File: config.mk
export PLATFORM = sky130hd
export DESIGN_NAME = gemm_desc_writer_flat
export DESIGN_NICKNAME = d
export VERILOG_FILES = /design/src/rtl/gemm_desc_writer_if.sv /design/src/rtl/gemm_desc_writer.sv /design/src/flat_wrapper.sv
export SDC_FILE = /design/constraint.sdc
export NUM_CORES = 1
export LEC_CHECK = 0
export CAP_MARGIN = 0
export CORE_ASPECT_RATIO = 1.1
export CORE_MARGIN = 2
export CORE_UTILIZATION = 34
export DETAILED_ROUTE_END_ITERATION = 16
export GPL_ROUTABILITY_DRIVEN = 0
export PLACE_DENSITY = 0.65
export REMOVE_ABC_BUFFERS = 1
export SKIP_LAST_GASP = 1
export SYNTH_ARGS = -nofsm -noshare
export SYNTH_HDL_FRONTEND = slang
export SYNTH_SLANG_ARGS = --single-unit
File: constraint.sdc
create_clock -name clk -period 2.2 [get_ports clk]
set_input_delay 0.44 -clock clk [delete_from_list [all_inputs] [get_ports clk]]
set_output_delay 0.44 -clock clk [all_outputs]
set_load 0.005 [all_outputs]
File: src/rtl/gemm_desc_writer_if.sv
// gemm_desc_writer_if: descriptor handshake and system-bus interfaces for the GEMM descriptor writer
interface gemm_desc_if;
  logic        desc_valid;
  logic        desc_ready;
  logic [31:0] tile_A_addr;
  logic [31:0] tile_B_addr;
  logic [31:0] tile_C_addr;
  logic [31:0] tile_A_stride;
  logic [31:0] tile_B_stride;
  logic        store;
  logic        overwrite;
  logic [4:0]  msize;
  logic [4:0]  ksize;
  logic [4:0]  nsize;
  modport master (
    output desc_valid, tile_A_addr, tile_B_addr, tile_C_addr, tile_A_stride, tile_B_stride,
    output store, overwrite, msize, ksize, nsize,
    input  desc_ready
  );
  modport slave (
    input  desc_valid, tile_A_addr, tile_B_addr, tile_C_addr, tile_A_stride, tile_B_stride,
    input  store, overwrite, msize, ksize, nsize,
    output desc_ready
  );
endinterface

interface gemm_bus_if;
  logic        system_bus_en;
  logic        system_bus_rdwr;
  logic [31:0] system_bus_addr;
  logic [31:0] system_bus_wr_data;
  logic [31:0] system_bus_rd_data;
  modport master (
    output system_bus_en, system_bus_rdwr, system_bus_addr, system_bus_wr_data,
    input  system_bus_rd_data
  );
  modport slave (
    input  system_bus_en, system_bus_rdwr, system_bus_addr, system_bus_wr_data,
    output system_bus_rd_data
  );
endinterface

File: src/rtl/gemm_desc_writer.sv
// gemm_desc_writer: polls tile_A buffer status, then writes one descriptor into the GEMM register window
module gemm_desc_writer #(
  parameter logic [31:0] BASE_ADDR = 32'h9000_0000,
  parameter int unsigned POLL_GAP  = 4
) (
  input  logic        clk,
  input  logic        rst_n,
  gemm_desc_if.slave  desc,
  gemm_bus_if.master  bus,
  output logic        o_stalled,
  output logic        o_done,
  output logic [15:0] o_desc_count
);
  typedef enum logic [3:0] {IDLE, POLL, GAP, WR0, WR1, WR2, WR3, WR4, WR5, WR6} state_t;
  localparam logic [7:0] GAP_LOAD = 8'(POLL_GAP);
  state_t      r_state;
  logic [7:0]  r_gap;
  logic        r_ready, r_en, r_rdwr, r_stalled, r_done;
  logic [31:0] r_addr, r_wdata;
  logic [15:0] r_desc_count;
  logic [31:0] r_a, r_b, r_c, r_sa, r_sb;
  logic        r_store, r_ovw;
  logic [4:0]  r_m, r_k, r_n;
  logic        w_accept, w_full, w_unused;
  logic [2:0]  w_idx;
  logic [31:0] w_field, w_waddr;
  assign w_accept = desc.desc_valid && r_ready;
  assign w_full   = bus.system_bus_rd_data[0];
  assign w_unused = ^bus.system_bus_rd_data[31:1];
  // index of the register write issued next cycle (POLL leads into WR0)
  assign w_idx   = (r_state == POLL) ? 3'd0 : 3'(r_state - WR0 + 4'd1);
  assign w_waddr = BASE_ADDR + {27'b0, w_idx, 2'b00};
  assign w_field = (w_idx == 3'd0) ? r_a :
                   (w_idx == 3'd1) ? r_b :
                   (w_idx == 3'd2) ? r_c :
                   (w_idx == 3'd3) ? r_sa :
                   (w_idx == 3'd4) ? r_sb :
                   (w_idx == 3'd5) ? {30'b0, r_ovw, r_store} :
                                     {17'b0, r_n, r_k, r_m};
  always_ff @(posedge clk or negedge rst_n) begin
    if (!rst_n) begin
      r_state      <= IDLE;
      r_gap        <= '0;
      r_ready      <= 1'b0;
      r_en         <= 1'b0;
      r_rdwr       <= 1'b0;
      r_addr       <= '0;
      r_wdata      <= '0;
      r_stalled    <= 1'b0;
      r_done       <= 1'b0;
      r_desc_count <= '0;
      r_a          <= '0;
      r_b          <= '0;
      r_c          <= '0;
      r_sa         <= '0;
      r_sb         <= '0;
      r_store      <= 1'b0;
      r_ovw        <= 1'b0;
      r_m          <= '0;
      r_k          <= '0;
      r_n          <= '0;
    end else begin
      r_en      <= 1'b0;
      r_rdwr    <= 1'b0;
      r_addr    <= '0;
      r_wdata   <= '0;
      r_stalled <= 1'b0;
      r_done    <= 1'b0;
      case (r_state)
        IDLE: begin
          // also acts as the out-of-reset flag: ready rises on the first edge after reset
          r_ready <= !w_accept;
          if (w_accept) begin
            r_a     <= desc.tile_A_addr;
            r_b     <= desc.tile_B_addr;
            r_c     <= desc.tile_C_addr;
            r_sa    <= desc.tile_A_stride;
            r_sb    <= desc.tile_B_stride;
            r_store <= desc.store;
            r_ovw   <= desc.overwrite;
            r_m     <= desc.msize;
            r_k     <= desc.ksize;
            r_n     <= desc.nsize;
            r_state <= POLL;
            r_en    <= 1'b1;
            r_addr  <= BASE_ADDR;
          end
        end
        POLL: begin
          if (w_full) begin
            r_state   <= GAP;
            r_gap     <= GAP_LOAD;
            r_stalled <= 1'b1;
          end else begin
            r_state <= WR0;
            r_en    <= 1'b1;
            r_rdwr  <= 1'b1;
            r_addr  <= w_waddr;
            r_wdata <= w_field;
          end
        end
        GAP: begin
          if (r_gap <= 8'd1) begin
            r_state <= POLL;
            r_gap   <= '0;
            r_en    <= 1'b1;
            r_addr  <= BASE_ADDR;
          end else begin
            r_gap     <= r_gap - 8'd1;
            r_stalled <= 1'b1;
          end
        end
        WR6: begin
          r_state      <= IDLE;
          r_ready      <= 1'b1;
          r_done       <= 1'b1;
          r_desc_count <= r_desc_count + 16'd1;
        end
        default: begin
          r_state <= state_t'(r_state + 4'd1);
          r_en    <= 1'b1;
          r_rdwr  <= 1'b1;
          r_addr  <= w_waddr;
          r_wdata <= w_field;
        end
      endcase
    end
  end
  assign desc.desc_ready      = r_ready;
  assign bus.system_bus_en      = r_en;
  assign bus.system_bus_rdwr    = r_rdwr;
  assign bus.system_bus_addr    = r_addr;
  assign bus.system_bus_wr_data = r_wdata;
  assign o_stalled    = r_stalled;
  assign o_done       = r_done;
  assign o_desc_count = r_desc_count;
endmodule

File: src/flat_wrapper.sv
// flat-port wrapper written by rule: the top's interface ports become plain ports
module gemm_desc_writer_flat 
#(
  parameter logic [31:0] BASE_ADDR = 32'h9000_0000,
  parameter int unsigned POLL_GAP  = 4
)
  (clk, rst_n, o_stalled, o_done, o_desc_count, desc_desc_valid, desc_tile_A_addr, desc_tile_B_addr, desc_tile_C_addr, desc_tile_A_stride, desc_tile_B_stride, desc_store, desc_overwrite, desc_msize, desc_ksize, desc_nsize, desc_desc_ready, bus_system_bus_en, bus_system_bus_rdwr, bus_system_bus_addr, bus_system_bus_wr_data, bus_system_bus_rd_data);
  gemm_desc_if desc_i ();
  gemm_bus_if bus_i ();
  input  logic clk;
  input  logic rst_n;
  output logic o_stalled;
  output logic o_done;
  output logic [15:0] o_desc_count;
  input wire logic [$bits(desc_i.desc_valid)-1:0] desc_desc_valid;
  input wire logic [$bits(desc_i.tile_A_addr)-1:0] desc_tile_A_addr;
  input wire logic [$bits(desc_i.tile_B_addr)-1:0] desc_tile_B_addr;
  input wire logic [$bits(desc_i.tile_C_addr)-1:0] desc_tile_C_addr;
  input wire logic [$bits(desc_i.tile_A_stride)-1:0] desc_tile_A_stride;
  input wire logic [$bits(desc_i.tile_B_stride)-1:0] desc_tile_B_stride;
  input wire logic [$bits(desc_i.store)-1:0] desc_store;
  input wire logic [$bits(desc_i.overwrite)-1:0] desc_overwrite;
  input wire logic [$bits(desc_i.msize)-1:0] desc_msize;
  input wire logic [$bits(desc_i.ksize)-1:0] desc_ksize;
  input wire logic [$bits(desc_i.nsize)-1:0] desc_nsize;
  output wire logic [$bits(desc_i.desc_ready)-1:0] desc_desc_ready;
  output wire logic [$bits(bus_i.system_bus_en)-1:0] bus_system_bus_en;
  output wire logic [$bits(bus_i.system_bus_rdwr)-1:0] bus_system_bus_rdwr;
  output wire logic [$bits(bus_i.system_bus_addr)-1:0] bus_system_bus_addr;
  output wire logic [$bits(bus_i.system_bus_wr_data)-1:0] bus_system_bus_wr_data;
  input wire logic [$bits(bus_i.system_bus_rd_data)-1:0] bus_system_bus_rd_data;
  assign desc_i.desc_valid = desc_desc_valid;
  assign desc_i.tile_A_addr = desc_tile_A_addr;
  assign desc_i.tile_B_addr = desc_tile_B_addr;
  assign desc_i.tile_C_addr = desc_tile_C_addr;
  assign desc_i.tile_A_stride = desc_tile_A_stride;
  assign desc_i.tile_B_stride = desc_tile_B_stride;
  assign desc_i.store = desc_store;
  assign desc_i.overwrite = desc_overwrite;
  assign desc_i.msize = desc_msize;
  assign desc_i.ksize = desc_ksize;
  assign desc_i.nsize = desc_nsize;
  assign desc_desc_ready = desc_i.desc_ready;
  assign bus_system_bus_en = bus_i.system_bus_en;
  assign bus_system_bus_rdwr = bus_i.system_bus_rdwr;
  assign bus_system_bus_addr = bus_i.system_bus_addr;
  assign bus_system_bus_wr_data = bus_i.system_bus_wr_data;
  assign bus_i.system_bus_rd_data = bus_system_bus_rd_data;
  gemm_desc_writer #(.BASE_ADDR(BASE_ADDR), .POLL_GAP(POLL_GAP)) u_core (.clk(clk), .rst_n(rst_n), .desc(desc_i), .bus(bus_i), .o_stalled(o_stalled), .o_done(o_done), .o_desc_count(o_desc_count));
endmodule
==> metrics.txt <==
# TYPE chip_impl_metric gauge
chip_impl_info{name="run_status",value="complete, no violations"} 1
chip_impl_metric{name="die-area",unit="um2"} 34700
chip_impl_metric{name="dr.pass1.iters",unit=""} 5
chip_impl_metric{name="max_slew_margin",unit="%"} 64.5
chip_impl_info{name="synth.area.top_cells",value="dfrtp_1 (54%), mux2_2 (16%), buf_4 (3.0%)"} 1
chip_impl_metric{name="diodes",unit=""} 0
chip_impl_metric{name="finalCritPeriodShare",unit="%"} 95.7
chip_impl_metric{name="crit_required",unit="ps"} 2630
chip_impl_metric{name="synth-seq-area-share",unit="%"} 54.2
chip_impl_metric{name="timing.setup.tns",unit="ps"} 0
chip_impl_metric{name="ys.warnings.count",unit=""} 0
chip_impl_metric{name="die_height",unit="um"} 195
chip_impl_metric{name="final_core_util",unit="%"} 47.9
chip_impl_metric{name="synth_enable_flop_cells",unit=""} 0
chip_impl_metric{name="seq_power_share",unit="%"} 32.5
chip_impl_metric{name="grt_first_pass_wirelength",unit="um"} 48800
chip_impl_metric{name="switching_share",unit="%"} 35.0
chip_impl_metric{name="detail_route.wl_per_cell",unit="um"} 18.9
chip_impl_metric{name="drtAntennaViolNets",unit=""} 0
chip_impl_metric{name="core_region_area",unit="um2"} 33000
chip_impl_info{name="reg2reg_from",value="u_core.r_state[1]"} 1
chip_impl_metric{name="number_of_global_route_vias_before_repair",unit=""} 8798
chip_impl_metric{name="worst_skew_pair.late_latency",unit="ps"} 540
chip_impl_metric{name="worst_hold_slack",unit="ps"} 427
chip_impl_info{name="synth_ff_type",value="dfrtp_1"} 1
chip_impl_metric{name="placement.io_buffers",unit=""} 238
chip_impl_info{name="worst-setup-path-type",value="register to register"} 1
chip_impl_metric{name="floorplan.initialDensity",unit="%"} 34.3
chip_impl_info{name="hold_class",value="primary input to async pin"} 1
chip_impl_metric{name="die-width",unit="um"} 178
chip_impl_metric{name="netlist_area",unit="um2"} 11300
chip_impl_metric{name="cts_buffers",unit=""} 27
chip_impl_metric{name="clkTransAtPathRegs",unit="ps"} 60
chip_impl_metric{name="final_critical_delay_including_setup_and_external_delays",unit="ps"} 2110
chip_impl_metric{name="synth-async-reset-ratio",unit="%"} 100
chip_impl_metric{name="multiInputGateArea",unit="um2"} 4680
chip_impl_metric{name="worstRegToRegCells",unit=""} 7
chip_impl_metric{name="cts.htree.levels",unit=""} 1
chip_impl_metric{name="syn-instance-count",unit=""} 927
chip_impl_metric{name="power.combinational.fraction",unit="%"} 47.2
chip_impl_metric{name="top_area_cell_type_share_of_the_netlist_area",unit="%"} 54.2
chip_impl_info{name="startpoint_class",value="register"} 1
chip_impl_metric{name="netlist-cell-type-count",unit=""} 59
chip_impl_metric{name="max_capacitance_violation_total",unit=""} 0
chip_impl_metric{name="starting_drt_drc_count",unit=""} 474
chip_impl_metric{name="power.ir.vdd_worst",unit="mV"} 0.842
chip_impl_info{name="unrepaired_setup_endpoints_after_global_routing",value="yes"} 1
chip_impl_info{name="clockRootBuffer",value="clkbuf_16"} 1
chip_impl_info{name="clock_tree_from_tritoncts",value="yes"} 1
chip_impl_metric{name="share_clk_of_total_power",unit="%"} 20.3
chip_impl_metric{name="power_per_cell_area",unit="nW/um2"} 1500
chip_impl_info{name="synth_largest_area_cell",value="dfrtp_1"} 1
chip_impl_metric{name="grt_start_max_net_pins",unit=""} 65
chip_impl_metric{name="num_rows",unit=""} 70
chip_impl_metric{name="clock.fmax",unit="MHz"} 475
chip_impl_metric{name="r2r_setup_slack",unit="ps"} 90
chip_impl_metric{name="post-route-drc-count",unit=""} 0
chip_impl_metric{name="yosys_register_bits",unit=""} 245
chip_impl_metric{name="global_routing_usage_summed_across_all_routing_layers",unit="%"} 17.9
chip_impl_metric{name="leakage",unit="nW"} 6.53
chip_impl_metric{name="areaGrowthSynthToFinish",unit="%"} 39.8
chip_impl_metric{name="ff_latch_area",unit="um2"} 6130
chip_impl_metric{name="place.detailed.hpwl",unit="um"} 21800
chip_impl_metric{name="grt_overflow",unit=""} 0
chip_impl_metric{name="report.final.hold_viol_count",unit=""} 0
chip_impl_metric{name="timing.critical_path.fanout_max",unit=""} 6
chip_impl_metric{name="boundaryPins",unit=""} 297
chip_impl_metric{name="cts.path.max_buffers",unit=""} 3
chip_impl_metric{name="number_of_clock_sinks",unit=""} 245
chip_impl_info{name="r2r-end",value="u_core.bus.system_bus_wr_data[1]"} 1
chip_impl_info{name="crit_chain",value="inv_1 -> ha_1 -> nor3b_4 -> buf_12 -> a211o_1 -> a221o_1 -> a31oi_2"} 1
chip_impl_metric{name="drt-total-wl",unit="um"} 31400
chip_impl_metric{name="report.final.setup_viol",unit=""} 0
chip_impl_metric{name="fin_total_pwr",unit="mW"} 23.7
chip_impl_metric{name="finalNetCount",unit=""} 1432
chip_impl_metric{name="max_slew.worst_pin.slew",unit="ps"} 532
chip_impl_metric{name="layout.filler_cells",unit=""} 3068
chip_impl_info{name="critPathCaptureType",value="register"} 1
chip_impl_metric{name="postSynthAreaPerCell",unit="um2"} 12.2
chip_impl_metric{name="antenna_found_initial",unit=""} 2
chip_impl_metric{name="report.final.slew_viol_count",unit=""} 0
chip_impl_metric{name="internal_power",unit="mW"} 15.4
chip_impl_metric{name="switching_power",unit="mW"} 8.29
chip_impl_metric{name="vias",unit=""} 8380
chip_impl_info{name="critical-path-slowest-cell",value="dfrtp_1"} 1
chip_impl_metric{name="critical_path_arrival",unit="ps"} 2540
chip_impl_metric{name="max_stage_delay",unit="ps"} 410
chip_impl_metric{name="final_layout_size_suffix_gt1_share",unit="%"} 25.7
chip_impl_metric{name="fin_skew",unit="ps"} 17.0
chip_impl_metric{name="vias_per_cell",unit=""} 5.04
area by class of cell:
cell class / count / share of cell area, %
inverters: 30 / 0.712
clock inverters: 16 / 1.21
well taps: 432 / 3.42
flip-flops and latches: 245 / 38.8
multi-input cells: 583 / 29.6
repair buffers: 324 / 21.5
clock buffers: 34 / 4.76
logic make-up after synthesis:
| kind of cell | synth area share, % |
|---|---|
| flip-flops | 54.2 |
| multiplexers | 17.4 |
| buffers and inverters | 5.99 |
| adder cells (fa/ha/maj) | 0.996 |
| AND/OR/NAND/NOR | 7.33 |
| AO/OA/AOI/OAI | 12.4 |
| XOR/XNOR | 1.70 |
| other | 0.0332 |
sequential cells by signal (all words and copies together) (netlist names):
signal,cells
u_core.bus.system_bus_wr_data,32
u_core.r_a,32
u_core.r_b,32
u_core.r_c,32
u_core.r_sa,32
u_core.r_sb,32
u_core.o_desc_count,16
u_core.r_gap,8
u_core.r_k,5
u_core.r_m,5
u_core.r_n,5
u_core.bus.system_bus_addr,4
u_core.r_state,4
u_core.bus.system_bus_rdwr,1
u_core.desc.desc_ready,1
u_core.o_done,1
u_core.o_stalled,1
u_core.r_ovw,1
u_core.r_store,1
metrics by stage:
stage / instance area, um2 / std cells / setup slack [ps]
2_1_floorplan: 10800 / 858 / -2000
3_3_place_gp: 14700 / 1607 / -27.7
3_5_place_dp: 14700 / 1607 / -55.7
4_1_cts: 15600 / 1658 / -9.42
5_1_grt: 15800 / 1664 / -6.36
6_report: 15800 / 1664 / 94.6
power by group through the flow:
stage	Clock [mW]	Sequential, mW	Combinational, mW
final	4.80	7.70	11.2
after global routing	5.12	7.96	12.2
after CTS	4.93	7.68	10.9
after detailed placement	0	7.75	10.8
after global placement	0	7.67	10.6
after floorplan	0	7.48	6.15
synthesized netlist by cell type (10+ instances only):
master,count
o21ai_0,52
a221oi_1,13
or3_1,13
o2111ai_1,13
o21a_1,14
nand3_1,10
o211ai_1,17
mux2_2,161
nor3b_1,35
buf_2,25
mux2i_1,15
o22ai_1,14
a21oi_1,38
xor2_1,13
nand2_1,33
nor2_1,20
clkbuf_1,23
inv_1,30
buf_4,45
dfrtp_1,245
routing by layer:
metal | routed length, um | global-route usage [%] | vias to the layer above
met3 | 2200 | 4.21 | 43
li1 | - | - | 3889
met1 | 13200 | 23.0 | 4192
met4 | 650 | 4.34 | 2
met5 | 13 | 0 | -
met2 | 15400 | 30.4 | 254
layout by cell type, fill, tap and decap left out, drive strengths merged, types with 21 or more instances in the layout:
cell / count
clkdlybuf4s50: 237
buf: 84
nor2: 21
mux2: 161
clkbuf: 36
a21oi: 39
nand2: 33
inv: 31
conb: 27
dfrtp: 245
o21ai: 54
nor3b: 36
what timing repair did:
item | in CTS | in global routing
gates cloned | 0 | 2
endpoints found under the setup margin | 4 | 30
buffers inserted | 0 | 4
gates resized for setup | 3 | 11
endpoints found under the hold margin | 55 | 0
hold buffers | 1 | 0
critical path: cells and delay by family, from the launching register on:
| kind | cells | cell delay [ps] |
|---|---|---|
| AND/OR/NAND/NOR | 1 | 170 |
| buffers and inverters | 2 | 240 |
| flip-flops | 1 | 410 |
| adder cells (fa/ha/maj) | 1 | 220 |
| AO/OA/AOI/OAI | 3 | 960 |
worst max-delay path by stage:
stage | startpoint | end | slack [ps] | cells after the start
after floorplan | u_core.r_state[0] | u_core.r_a[0] | -2000 | 5
after global placement | u_core.r_state[1] | u_core.bus.system_bus_wr_data[15] | -30 | 8
after detailed placement | u_core.r_state[1] | u_core.bus.system_bus_wr_data[15] | -60 | 8
after CTS | u_core.r_state[1] | u_core.bus.system_bus_wr_data[1] | -9 | 8
after global routing | u_core.r_state[1] | u_core.bus.system_bus_wr_data[6] | -6 | 8
final | u_core.r_state[1] | u_core.bus.system_bus_wr_data[1] | 90 | 7
Power figures use the tool's default switching activity.
==> variant 1 (same flow settings) <==
Put one more register stage on the output `o_desc_count`. The value now appears one clock later. The other outputs are not delayed to match.
--- a/src/rtl/gemm_desc_writer.sv
+++ b/src/rtl/gemm_desc_writer.sv
@@ -133,6 +133,8 @@
   assign bus.system_bus_wr_data = r_wdata;
   assign o_stalled    = r_stalled;
   assign o_done       = r_done;
-  assign o_desc_count = r_desc_count;
+  always_ff @(posedge clk) begin
+    o_desc_count <= r_desc_count;
+  end
 endmodule
 
Function: same outputs for any inputs over 4 cycles, from zero or initial values and one cycle with rst_n low; that may be too few to reach the edited logic, so the function may still have changed.
==> variant 1 against the original RTL <==
Area after synthesis up 4.2%; first-iteration DRC count fell by 11%; routed wire length increased by 3.9%; sequential power increased by 4.5%; total power grew 4.7%; clock skew rose by 0.0019 ns; highest routed layer is now met4; sequential cell count increased by 16; cell area is 4.0% higher; via count increased by 3.0%; largest cell class unchanged; worst setup slack lost 0.066 ns; utilization increased by 0.20 points; die area grew 4.1%.
==> variant 1: results (changes against the original RTL) <==
The tools report the filler-free cell count of the finished design as 1694 (+1.8%). The number of instances in the synthesized netlist came out at 956 (+3.1%). The first-pass iteration count of the detailed router was 4 (-1); the peak supply drop was 820 µV (-2.6%).

The hold slack was 0.367 ns (-0.0605 ns); the async set-or-reset flop fraction in the synthesized netlist was 93.9% (-6.1 points). Pin slew with the least headroom to its limit: 0.526 ns (-0.00555 ns). Fraction of cell area in non-clock buffers: 20.8% (-0.73 points). The sequential cell area share is 39.2% (+0.46 points). The number of buffers created by CTS came out at 29 (+7.4%). For the cell area after placement, the log shows 0.0151 mm² (+2.5%). The wire length of the first global-routing pass is 49.7 mm (+2.0%), and the number of vias in the routed layout is 8632 (+3.0%). Placed wire-length estimate: 22.1 mm (+1.1%). For the worst clock skew, the log shows 0.0189 ns (+0.00185 ns).

The logs give 20.9% (+0.6 points) for the proportion of power drawn by the clock network and -0.307 ns (-0.251 ns) for the worst-case setup slack after placement. The flow ran to the end, and the final reports show no timing, DRC or antenna violations. The number of non-clock inverters was 28 (-6.7%); the layout cell share with drive strength beyond 1 was 25.7% (-0.053 points). The wire length per cell was 19.3 µm (+2.1%); the largest net degree at the start of global routing was 69 (+6.2%). Flop-to-flop setup slack: 0.03 ns (-0.07 ns). The number of inserted diodes is 2 (+2). The count of buffers from port buffering was 238 (unchanged).

The clock network area share works out to 6.25% (+0.29 points). Ranked by total cell area, the synthesized netlist is headed by sky130_fd_sc_hd__dfrtp_1 52%, sky130_fd_sc_hd__mux2_2 15%, sky130_fd_sc_hd__dfxtp_1 2.7%. The cell family contributing the most delay on the critical path is buffers and inverters. For the net count of the finished layout, the log shows 1452 (+1.4%). The logs give 64 (+8.5%) for the number of library cell types mapped by synthesis and 423 (-11%) for the DRC marker count from the first detailed-route iteration.

The arrival time of the worst setup path was 2.61 ns (+0.07 ns); the number of multi-input logic gates was 595 (+2.1%). Counting instances in the post-synthesis netlist gives the leading cell types as 245 x sky130_fd_sc_hd__dfrtp_1, 159 x sky130_fd_sc_hd__mux2_2, 44 x sky130_fd_sc_hd__nand2_1. The number of placed instances with taps included was 1623 (+1.0%). The capturing element of the worst setup path is u_core.r_a[1].

The die span in x is 182 µm (+2.0%). The peak fanout along the critical path is 7 (+1), and the total routing resource utilization after global routing is 17.5% (-0.40 points). The count of cells along the worst register-to-register path is 10 (+3), and the number of flip-flops and latches is 261 (+6.5%). The run gives 40 (+18%) as the count of clock buffers in the final design.

The leakage dissipation was 6.83 nW (+4.6%); the fraction of the yosys area taken by sequential cells was 54.7% (+0.51 points). The cell internal power dissipation was 0.0161 W (+4.7%); the share of cell area taken by multi-input logic gates was 29.7% (+0.089 points).
[variant 1: logic make-up (layout without fill, tap and decap cells)]
| group | Yosys count | after routing | share of synthesized area, % |
|---|---|---|---|
| adders and majority gates | 9 | 9 | 0.955 |
| xor gates and xnor gates | 22 | 22 | 1.63 |
| buffers and inverters | 126 | 398 | 5.70 |
| DFF | 261 | 261 | 54.7 |
| AOI/OAI and AO/OA | 207 | 207 | 12.9 |
| other | 1 | 29 | 0.0318 |
| and+or+nand+nor | 156 | 156 | 7.58 |
| muxes | 174 | 174 | 16.5 |
[variant 1: layer usage]
metal	global-route usage (%)	vias to the layer above	share of wire, %
met5	0	-	0
met4	5.03	0	1.9
met3	3.26	46	6.2
met2	30.7	252	50
met1	22.2	4352	42
li1	-	3982	-
==> variant 2 (config.mk and constraints unchanged) <==
Made on the original files. Make the reset (`rst_n`) synchronous in one clocked block.
--- a/src/rtl/gemm_desc_writer.sv
+++ b/src/rtl/gemm_desc_writer.sv
@@ -37,7 +37,7 @@
                    (w_idx == 3'd4) ? r_sb :
                    (w_idx == 3'd5) ? {30'b0, r_ovw, r_store} :
                                      {17'b0, r_n, r_k, r_m};
-  always_ff @(posedge clk or negedge rst_n) begin
+  always_ff @(posedge clk) begin
     if (!rst_n) begin
       r_state      <= IDLE;
       r_gap        <= '0;
Function: differs if rst_n is asserted again (counterexample within 4 cycles, from zero or initial values and one cycle with rst_n low); with rst_n held inactive, the same outputs for 4 cycles.
==> variant 2 against the original RTL <==
Worst setup slack got worse by 0.090 ns; sequential cell count unchanged; final cell count increased by 13%; area after synthesis decreased by 10%; critical path depth increased by 1; routed wire length about the same; cell area decreased by 11%; maximum frequency decreased by 4.1%; first-iteration DRC count increased by 32%; highest routed layer unchanged.
Power is not compared: it rests on default switching activity, and its combinational part moved more than twofold at a synthesized area within 25%.
==> variant 2: results (changes against the original RTL) <==
The clock transition at the register clock pins on the worst setup and hold paths after CTS came out at 0.06 ns (about the same). The logs give 0.0209 ns (+0.00384 ns) for the worst clock skew and 47.7 mm (-2.3%) for the wire length of the first global-routing pass. For the total routing resource utilization after global routing, the log shows 19.1% (+1.2 points).

The cell internal power dissipation was 0.0100 W; the number of warning messages in the yosys log was 0 (unchanged). The peak fanout along the critical path works out to 10 (+4). Critical path start-end classification: reg -> reg.

The clock root buffer master is sky130_fd_sc_hd__clkbuf_16. The placed wire-length estimate is 20.3 mm (-6.8%), and the async set-or-reset flop fraction in the synthesized netlist is 0% (-100 points). The cell area after placement was 0.0131 mm² (-11%).

The run gives 48.3% (-5.9 points) as the fraction of the yosys area taken by sequential cells. Peak supply drop: 442 µV. On the worst path, the slowest cell contributes a delay of 0.40 ns. The wire length per cell was 16.7 µm (-12%); the latest clock arrival within the worst-skew pair was 0.54 ns (about the same). Sorting the synthesized cells by area gives the leading types as sky130_fd_sc_hd__dfxtp_1 48%, sky130_fd_sc_hd__nand2_1 14%, sky130_fd_sc_hd__a21oi_1 11%. The global routing usage on met2 came out at 32.0% (+1.6 points). Layout cell share with drive strength beyond 1: 8.82% (-17 points). The count of buffers from port buffering was 238 (unchanged); the largest net degree at the start of global routing was 94 (+45%). The worst-case setup slack after placement was 0.0477 ns (+0.103 ns); the leakage dissipation was 4.92 nW. The tools report the DRC marker count from the first detailed-route iteration as 625 (+32%). Number of library cell types mapped by synthesis: 55 (-6.8%). The run finished with clean final reports. The critical register-to-register path startpoint is u_core.r_state[1]. In this run the worst hold path is classified as in -> reg. Number of H-tree levels: 1 (unchanged).

The aggregate global routing overflow was 0 (unchanged); the arrival time of the worst setup path was 2.62 ns (+0.08 ns). The number of buffers created by CTS was 27 (unchanged). The maximum count of clock buffers along a single path was 3 (unchanged). The count of cells along the worst register-to-register path was 8 (+1). Via density per instance: 5.04 (about the same).

The first-pass iteration count of the detailed router came out at 5 (unchanged). Initial antenna violation count: 4 (+2). The endpoint identified for the worst register-to-register timing path is u_core.bus.system_bus_wr_data[26]. On the critical path, the stage with the largest delay is an instance of sky130_fd_sc_hd__a2111oi_1. The logs give 0.0295 mm² (-11%) for the placeable core area and 25.1% (+2.1 points) for the met1 track utilization from global routing.

The fill cell instance count of the final layout was 2818 (-8.1%); the net count of the finished layout was 1711 (+19%). By count the netlist is led by 378 x sky130_fd_sc_hd__nand2_1, 245 x sky130_fd_sc_hd__dfxtp_1, 220 x sky130_fd_sc_hd__a21oi_1. The share of the cycle needed by the critical path after routing was 99.8% (+4.1 points). The cell family contributing the most delay on the critical path is compound AO/OA/AOI/OAI gates. The met3 usage was 3.25% (-0.96 points); the via count of the first global-routing pass was 8948 (+1.7%). The run gives 0.005 ns (-0.09 ns) as the flop-to-flop setup slack. The relative slew slack was 65.7% (+1.2 points).
-- variant 2: layer usage --
metal,up-vias,part of all wire [%]
met4,6,2.3
met5,-,0.13
met1,4433,45
met2,273,47
li1,4716,-
met3,54,5.3
-- variant 2: worst min-delay path by stage --
| stage | to | slack [ns] | cells after the start | start |
|---|---|---|---|---|
| global placement | u_core.r_b[29] | 0.44 | 2 | u_core.r_b[29] |
| global route | u_core.r_c[10] | 0.44 | 3 | desc_tile_C_addr[10] |
| finish | u_core.r_c[20] | 0.44 | 3 | desc_tile_C_addr[20] |
| floorplan | u_core.r_b[19] | 0.43 | 2 | u_core.r_b[19] |
| detailed placement | u_core.r_b[24] | 0.44 | 2 | u_core.r_b[24] |
| CTS | u_core.r_sb[0] | 0.42 | 3 | desc_tile_B_stride[0] |
-- variant 2: cell type report --
class                           instances  share of cell area [%]
Timing Repair Buffer                  293                    21.3
Tap cell                              374                    3.34
Sequential cell                       245                    35.1
Clock inverter                          9                   0.706
Multi-Input combinational cell        911                    33.7
Clock buffer                           39                    5.51
Inverter                               11                   0.331
Antenna cell                            1                  0.0179
-- variant 2: stage by stage --
stage / setup TNS, ns / utilization, % / std cells / power [W]
2_1_floorplan: -564.23 / - / 1165 / 0.00824
3_3_place_gp: 0 / 44.3 / 1831 / 0.0106
3_5_place_dp: 0 / 44.3 / 1831 / 0.0107
4_1_cts: 0 / 47.3 / 1879 / 0.0152
5_1_grt: -0.110 / 47.5 / 1883 / 0.0160
6_report: 0 / 47.5 / 1883 / 0.0151
-- variant 2: power groups by stage --
stage          sequential, W  clock (W)  combinational, W
2_1_floorplan        0.00551          0           0.00273
3_3_place_gp         0.00555          0           0.00504
3_5_place_dp         0.00556          0           0.00511
4_1_cts              0.00547    0.00458           0.00512
5_1_grt              0.00555    0.00476           0.00567
6_report             0.00548    0.00448           0.00518
-- variant 2: cells by family (layout without fill, tap and decap cells) --
| logic type | Yosys count | count (layout) | synth area share [%] |
|---|---|---|---|
| AND/OR/NAND/NOR | 487 | 489 | 19.5 |
| AO/OA/AOI/OAI | 360 | 360 | 21.8 |
| flip-flops | 245 | 245 | 48.3 |
| buffers and inverters | 135 | 352 | 6.87 |
| XOR/XNOR | 20 | 20 | 1.72 |
| adder cells (fa/ha/maj) | 10 | 10 | 1.23 |
| multiplexers | 5 | 5 | 0.505 |
| other | 1 | 28 | 0.0369 |
-- variant 2: repair_timing --
| item | CTS | global route |
|---|---|---|
| buffers inserted | 0 | 1 |
| hold buffers | 0 | 0 |
| setup endpoints to repair | 0 | 35 |
| resized for setup | 0 | 12 |
